File: config.mk
export PLATFORM = sky130hd
export DESIGN_NAME = instr_fetch_queue
export DESIGN_NICKNAME = d
export VERILOG_FILES = /design/src/rtl/instr_fetch_queue.sv
export SDC_FILE = /design/constraint.sdc
export NUM_CORES = 2
export LEC_CHECK = 0
export BUFFER_PORTS_ARGS = -buffer_cell sky130_fd_sc_hd__buf_2
export CAP_MARGIN = 20
export CORE_MARGIN = 3
export CORE_UTILIZATION = 60
export DETAILED_ROUTE_END_ITERATION = 10
export GPL_ROUTABILITY_DRIVEN = 0
export PLACE_DENSITY = 0.87
export SYNTH_ARGS = -nofsm -noshare
export SYNTH_HDL_FRONTEND = slang
export SYNTH_SLANG_ARGS = --single-unit
File: constraint.sdc
create_clock -name clk -period 44.9 [get_ports clk]
set_input_delay 8.98 -clock clk [delete_from_list [all_inputs] [get_ports clk]]
set_output_delay 8.98 -clock clk [all_outputs]
set_load 0.005 [all_outputs]
File: src/rtl/instr_fetch_queue.sv
// instr_fetch_queue: fetch unit and circular instruction queue feeding the ROB.
// Issues one instruction-memory read at a time from fetch_pc, decodes each
// returned word into a pci_t and buffers up to `size` entries. The ROB pops
// the head with instr_q_dequeue. A flush clears the queue, redirects fetch to
// flush_pc and drops any stale in-flight response.
//
// Ports:
//   clk, rst           clock, asynchronous active-high reset
//   instr_mem_read     read request, held until instr_mem_resp
//   instr_mem_address  fetch address, stable while the read is high
//   instr_mem_rdata    instruction word, valid with instr_mem_resp
//   instr_mem_resp     single-cycle response pulse
//   instr_q_dequeue    ROB pops the head this cycle
//   flush, flush_pc    mispredict flush and its redirect target
//   pci                decoded head entry (or the bypassed response when empty)
//   instr_q_empty      count == 0 (registered)
//   instr_q_full       count == size (registered)

package rv32i_types;

    typedef enum logic [6:0] {
        op_lui   = 7'b0110111,
        op_auipc = 7'b0010111,
        op_jal   = 7'b1101111,
        op_jalr  = 7'b1100111,
        op_br    = 7'b1100011,
        op_load  = 7'b0000011,
        op_store = 7'b0100011,
        op_imm   = 7'b0010011,
        op_reg   = 7'b0110011,
        op_csr   = 7'b1110011
    } rv32i_opcode;

    typedef struct packed {
        logic [31:0] pc;
        rv32i_opcode opcode;
        logic [4:0]  rd;
        logic [4:0]  rs1;
        logic [4:0]  rs2;
        logic [2:0]  funct3;
        logic [6:0]  funct7;
        logic [31:0] immediate;
        logic        br_pred;
        logic [31:0] branch_pc;
    } pci_t;

endpackage

module instr_fetch_queue
    import rv32i_types::*;
#(
    parameter int unsigned      width    = 32,
    parameter int unsigned      size     = 8,
    parameter logic [width-1:0] start_pc = 32'h0000_0060
) (
    input  logic             clk,
    input  logic             rst,
    output logic             instr_mem_read,
    output logic [width-1:0] instr_mem_address,
    input  logic [31:0]      instr_mem_rdata,
    input  logic             instr_mem_resp,
    input  logic             instr_q_dequeue,
    input  logic             flush,
    input  logic [width-1:0] flush_pc,
    output pci_t             pci,
    output logic             instr_q_empty,
    output logic             instr_q_full
);

    localparam int unsigned idx_w = $clog2(size);
    localparam int unsigned cnt_w = idx_w + 1;

    typedef enum logic [1:0] {IDLE, FETCH, STALL, DISCARD} state_t;

    state_t             state, state_next;
    logic [width-1:0]   fetch_pc, fetch_pc_next;

    pci_t               arr [size];
    logic [idx_w-1:0]   front, rear, rear_inc;
    logic [cnt_w-1:0]   count, count_next;

    pci_t               dec;
    logic               accept, bypass, push, pop;

    // Decode one instruction word fetched from pc.
    function automatic pci_t decode(input logic [width-1:0] pc, input logic [31:0] w);
        pci_t        d;
        logic [31:0] imm_i, imm_s, imm_b, imm_u, imm_j;
        imm_i = {{21{w[31]}}, w[30:20]};
        imm_s = {{21{w[31]}}, w[30:25], w[11:7]};
        imm_b = {{20{w[31]}}, w[7], w[30:25], w[11:8], 1'b0};
        imm_u = {w[31:12], 12'h000};
        imm_j = {{12{w[31]}}, w[19:12], w[20], w[30:21], 1'b0};
        d           = '0;
        d.pc        = 32'(pc);
        d.opcode    = rv32i_opcode'(w[6:0]);
        d.rd        = w[11:7];
        d.funct3    = w[14:12];
        d.rs1       = w[19:15];
        d.rs2       = w[24:20];
        d.funct7    = w[31:25];
        d.immediate = imm_i;
        case (d.opcode)
            op_lui, op_auipc: d.immediate = imm_u;
            op_store:         d.immediate = imm_s;
            op_reg:           d.immediate = 32'h0;
            op_br: begin
                d.immediate = imm_b;
                d.branch_pc = d.pc + imm_b;
            end
            op_jal: begin
                d.immediate = imm_j;
                d.br_pred   = 1'b1;
                d.branch_pc = d.pc + imm_j;
            end
            default:          d.immediate = imm_i;
        endcase
        return d;
    endfunction

    // Power-on contents of every queue slot.
    function automatic pci_t cleared_entry();
        pci_t e;
        e        = '0;
        e.opcode = op_imm;
        return e;
    endfunction

    assign dec = decode(fetch_pc, instr_mem_rdata);

    // A response is only kept in FETCH and only when no flush competes with it.
    assign accept   = (state == FETCH) && instr_mem_resp && !flush;
    assign bypass   = accept && (count == '0);
    assign push     = accept && !(bypass && instr_q_dequeue);
    assign pop      = instr_q_dequeue && !flush && (count != '0);
    assign rear_inc = rear + idx_w'(1);

    always_comb begin
        count_next = count + cnt_w'(push) - cnt_w'(pop);
        if (flush) begin
            count_next = '0;
        end
    end

    // Head of queue, or the freshly decoded word when the queue is empty.
    assign pci = bypass ? dec : arr[front];

    // Fetch FSM: next state and next fetch PC.
    always_comb begin
        state_next    = state;
        fetch_pc_next = fetch_pc;
        unique case (state)
            IDLE: begin
                state_next = FETCH;
                if (flush) begin
                    fetch_pc_next = flush_pc;
                end
            end
            FETCH: begin
                if (flush) begin
                    fetch_pc_next = flush_pc;
                    state_next    = instr_mem_resp ? FETCH : DISCARD;
                end else if (instr_mem_resp) begin
                    fetch_pc_next = (dec.opcode == op_jal) ? width'(dec.branch_pc)
                                                           : fetch_pc + width'(4);
                    state_next    = (count_next == cnt_w'(size)) ? STALL : FETCH;
                end
            end
            STALL: begin
                if (flush) begin
                    fetch_pc_next = flush_pc;
                    state_next    = FETCH;
                end else if (count < cnt_w'(size)) begin
                    state_next = FETCH;
                end
            end
            DISCARD: begin
                if (flush) begin
                    fetch_pc_next = flush_pc;
                end
                if (instr_mem_resp) begin
                    state_next = FETCH;
                end
            end
        endcase
    end

    // FSM state, fetch PC and registered memory request.
    always_ff @(posedge clk or posedge rst) begin
        if (rst) begin
            state             <= IDLE;
            fetch_pc          <= start_pc;
            instr_mem_address <= start_pc;
            instr_mem_read    <= 1'b0;
        end else begin
            state    <= state_next;
            fetch_pc <= fetch_pc_next;
            // DISCARD keeps presenting the abandoned address until its response lands.
            if (state_next != DISCARD) begin
                instr_mem_address <= fetch_pc_next;
            end
            instr_mem_read <= (state_next == FETCH) || (state_next == DISCARD);
        end
    end

    // Circular queue storage, pointers and flags.
    always_ff @(posedge clk or posedge rst) begin
        if (rst) begin
            for (int i = 0; i < int'(size); i++) begin
                arr[i] <= cleared_entry();
            end
            front         <= '0;
            rear          <= idx_w'(size - 1);
            count         <= '0;
            instr_q_empty <= 1'b1;
            instr_q_full  <= 1'b0;
        end else begin
            if (flush) begin
                front <= '0;
                rear  <= idx_w'(size - 1);
            end else begin
                if (push) begin
                    arr[rear_inc] <= dec;
                    rear          <= rear_inc;
                end
                if (pop) begin
                    front <= front + idx_w'(1);
                end
            end
            count         <= count_next;
            instr_q_empty <= (count_next == '0);
            instr_q_full  <= (count_next == cnt_w'(size));
        end
    end

endmodule

==> results.tsv <==
stage	metric	value	unit
timing	final period utilization	51.3	%
logic_synthesis	flops & latches, synth	1110	
power_and_ir_drop	worst vdd ir	0.0465	mV
final_layout	Layout area overhead	10.3	%
power_and_ir_drop	PwrDens	57.5	mW/mm²
drt	met2 WL	70.8	mm
placement	pre-CTS setup slack	22.35	ns
drt	wire per inst	24.4	µm
global_routing	gr usage total	33.8	%
critical_path	CP required	35.92	ns
critical_path	crit path kind	in2out	
final_layout	Multi-input gate area	0.0231	mm²
timing	Worst Tran Pin Value	1.30	ns
clock_tree	TritonCTS clock tree	done	
critical_path	Worst setup EP type	output port	
clock_tree	clock sinks	1110	
power_and_ir_drop	switching pwr	1.08	mW
final_layout	most common cell after layout, fill and taps aside	nand2_1	
clock_tree	CTS max path bufs	3	
final_layout	most frequent cells in the layout	nand2_1, dfrtp_1, o21ai_0	
timing	RSZ-0062 raised after global routing	no	
logic_synthesis	Syn Area/Cell	10.5	µm²
clock_tree	CTS hold repair buffers	0	
final_layout	share of layout cells above drive strength 1	20.6	%
global_routing	gr ovfl total	0	
clock_tree	TritonCTS buffer count	109	
critical_path	Reg2Reg Setup Slack	39.96	ns
logic_synthesis	cells taking the most area after synthesis	dfrtp_1, mux4_2, nand2_1	
logic_synthesis	Async SR Flop Fraction	100	%
timing	setup TNS	0	ns
timing	post-layout min period	23.03	ns
drt	Metal-1 WL	55.0	mm
drt	DR vias/cell	6.55	
power_and_ir_drop	Flop pwr share	41.8	%
worst_hold_path	Hold Crit Class	reg2reg	
final_layout	Seq. cell area	0.0278	mm²
run	Max Cap Viol	0	
die	Starting Density	61.1	%
clock_tree	Root Buffer	clkbuf_16	
timing	final setup violation count	0	
power_and_ir_drop	Sw Share	32.5	%
critical_path	crit path DAT	14.05	ns
drt	routed vias	41000	
clock_tree	post-CTS sizing	0	
run_status	status	completed	
critical_path	worst-path maximum fanout	33	
timing	maximum clock frequency	43.4	MHz
power_and_ir_drop	combinational power share	29.6	%
die	Core Area	0.0859	mm²
global_routing	largest net degree at the start of global routing	193	
global_routing	initial antenna violation count	13	
timing	Hold Vio Cnt, Final	0	
timing	Final Max Slew Viols	0	
drt	DRC viols	0	
clock_tree	clock transition at the registers of the reported paths	0.06	ns
critical_path	Startpoint Class	input port	
clock_tree	H-tree Lvls	3	
logic_synthesis	Synth area leader	dfrtp_1	
logic_synthesis	syn nets	5136	
clock_tree	Post-CTS Setup Bufs	0	
die	Die X	302	µm
logic_synthesis	sequential area share after synthesis	52.9	%
die	die footprint	0.0912	mm²
drt	met3 routed WL	18.0	mm
logic_synthesis	top-area cell type share of the netlist area	51.3	%
logic_synthesis	EDFF count, synth	0	
drt	Top Metal Used	met5	
drt	Pre-Repair DR Iteration Count	8	
clock_tree	worst-skew pair later-pin latency	0.70	ns
logic_synthesis	Syn. warnings	0	
die	Ports	233	
power_and_ir_drop	clock share of power	28.6	%
drt	Antenna Nets Post-Route	0	
power_and_ir_drop	static leakage	26.7	nW
logic_synthesis	Main synth FF type	dfrtp_1	
placement	dpl hpwl	92.4	mm
power_and_ir_drop	internal power	2.25	mW
logic_synthesis	synthesized instance count	5027	
timing	PnR worst setup slack	21.87	ns
final_layout	# fillers	5865	
global_routing	first-pass GRT wire length	237	mm
final_layout	NumNets Final	5126	
die	Chip Height	302	µm
timing	Slew headroom	12.2	%
timing	clock skew	0.0309	ns
drt	final WL	153	mm
drt	Initial DRC Count	5085	
global_routing	vias in the first global route	41900	
logic_synthesis	Netlist cell types	63	
logic_synthesis	Syn Std Cell Area	0.0526	mm²
placement	Port Buffers	232	
die	Row Count	107	
-- area by class of cell --
type	instances	share of cell area, %
sequential	1110	48.0
timing repair buffer	302	3.06
antenna	7	0.0302
multi-input combinational	3470	39.9
tap	1144	2.47
inverter	24	0.168
clock buffer	163	5.49
clock inverter	38	0.878
-- power by group through the flow --
stage | Clock [mW] | Sequential (mW) | Combinational, mW
finish | 0.952 | 1.39 | 0.988
global route | 0.997 | 1.42 | 1.07
CTS | 0.954 | 1.39 | 0.978
detailed placement | 0 | 1.40 | 0.965
global placement | 0 | 1.38 | 0.928
floorplan | 0 | 1.35 | 0.696
-- final timing paths --
| kind | start | to | depth (start not counted) |
|---|---|---|---|
| max reg2reg | state[1] | arr[584] | 10 |
| min in group asynchronous | rst | arr[175] | 2 |
| min reg2reg | arr[735] | arr[735] | 2 |
| min | arr[735] | arr[735] | 2 |
| max in group asynchronous | rst | arr[121] | 7 |
| max | instr_mem_rdata[5] | pci[29] | 20 |
-- worst max-delay path: stages --
cell and delay, ns:
buf_2 0.23, nor2b_1 0.33, and3_1 0.24, and4_1 0.23, buf_4 0.38, nand2_1 0.10
nand2_1 0.08, ha_1 0.15, inv_1 0.06, fa_1 0.43, nor2b_1 0.21, o2111ai_1 0.15
a21oi_1 0.22, nor2_1 0.09, o211ai_1 0.32, a21oi_1 0.27, o21bai_1 0.29, mux2i_1 0.78
a21oi_1 0.26, buf_2 0.21
-- synth_stat cells (all sizes together), types with 3 or more instances --
library cell and count:
o22ai 7, xnor2 23, nor3 23, a22oi 6, dfrtp 1078, dfstp 32
o211ai 13, xor2 11, a21oi 166, o21bai 6, and3 20, nand2 1482
a21o 14, o221ai 4, a211oi 73, o31ai 9, nor2b 72, or2 10
nand2b 7, a41oi 4, nand4b 4, mux2i 70, nand3 41, mux4 258
a41o 3, and2 6, mux2 255, and4 5, o21ai 671, buf 66
clkbuf 357, a221oi 3, nor2 96, a31oi 14, ha 38, o21a 9
or3 4, inv 22, a31o 3, a311oi 3, nand4 14
-- logic make-up (layout without fill, tap and decap cells) --
kind of cell / Yosys count / after routing / share of synthesized area [%]
compound gates: 1020 / 1020 / 10.6
fa+ha+maj: 40 / 40 / 0.981
mux: 583 / 583 / 17.9
xor+xnor: 34 / 34 / 0.567
simple gates: 1793 / 1793 / 13.8
flops: 1110 / 1110 / 52.9
other cells: 0 / 7 / 0
buf+inv: 447 / 527 / 3.25
-- metrics by stage --
stage	hold slack, ns	total power [mW]	cell area (µm²)	utilization, %	std cells
2_1_floorplan	0.437	2.04	52600	-	5027
3_3_place_gp	0.445	2.31	54200	63.1	6048
3_5_place_dp	0.449	2.37	54200	63.1	6048
4_1_cts	0.458	3.32	57900	67.4	6249
5_1_grt	0.475	3.49	58000	67.5	6254
6_report	0.455	3.33	58000	67.5	6258
-- sequential cells by signal (all words and copies together) (netlist names) --
signal,count
front,3
instr_q_empty,1
state,2
instr_mem_address,32
count,4
fetch_pc,32
instr_q_full,1
rear,3
arr,1032
-- per-layer routing --
metal | GRT usage [%] | vias up
li1 | - | 17400
met1 | 43.2 | 20500
met2 | 52.7 | 2562
met3 | 9.09 | 575
met4 | 19.4 | 14
met5 | 0 | -
No activity file was read; power rests on OpenSTA's default activity.
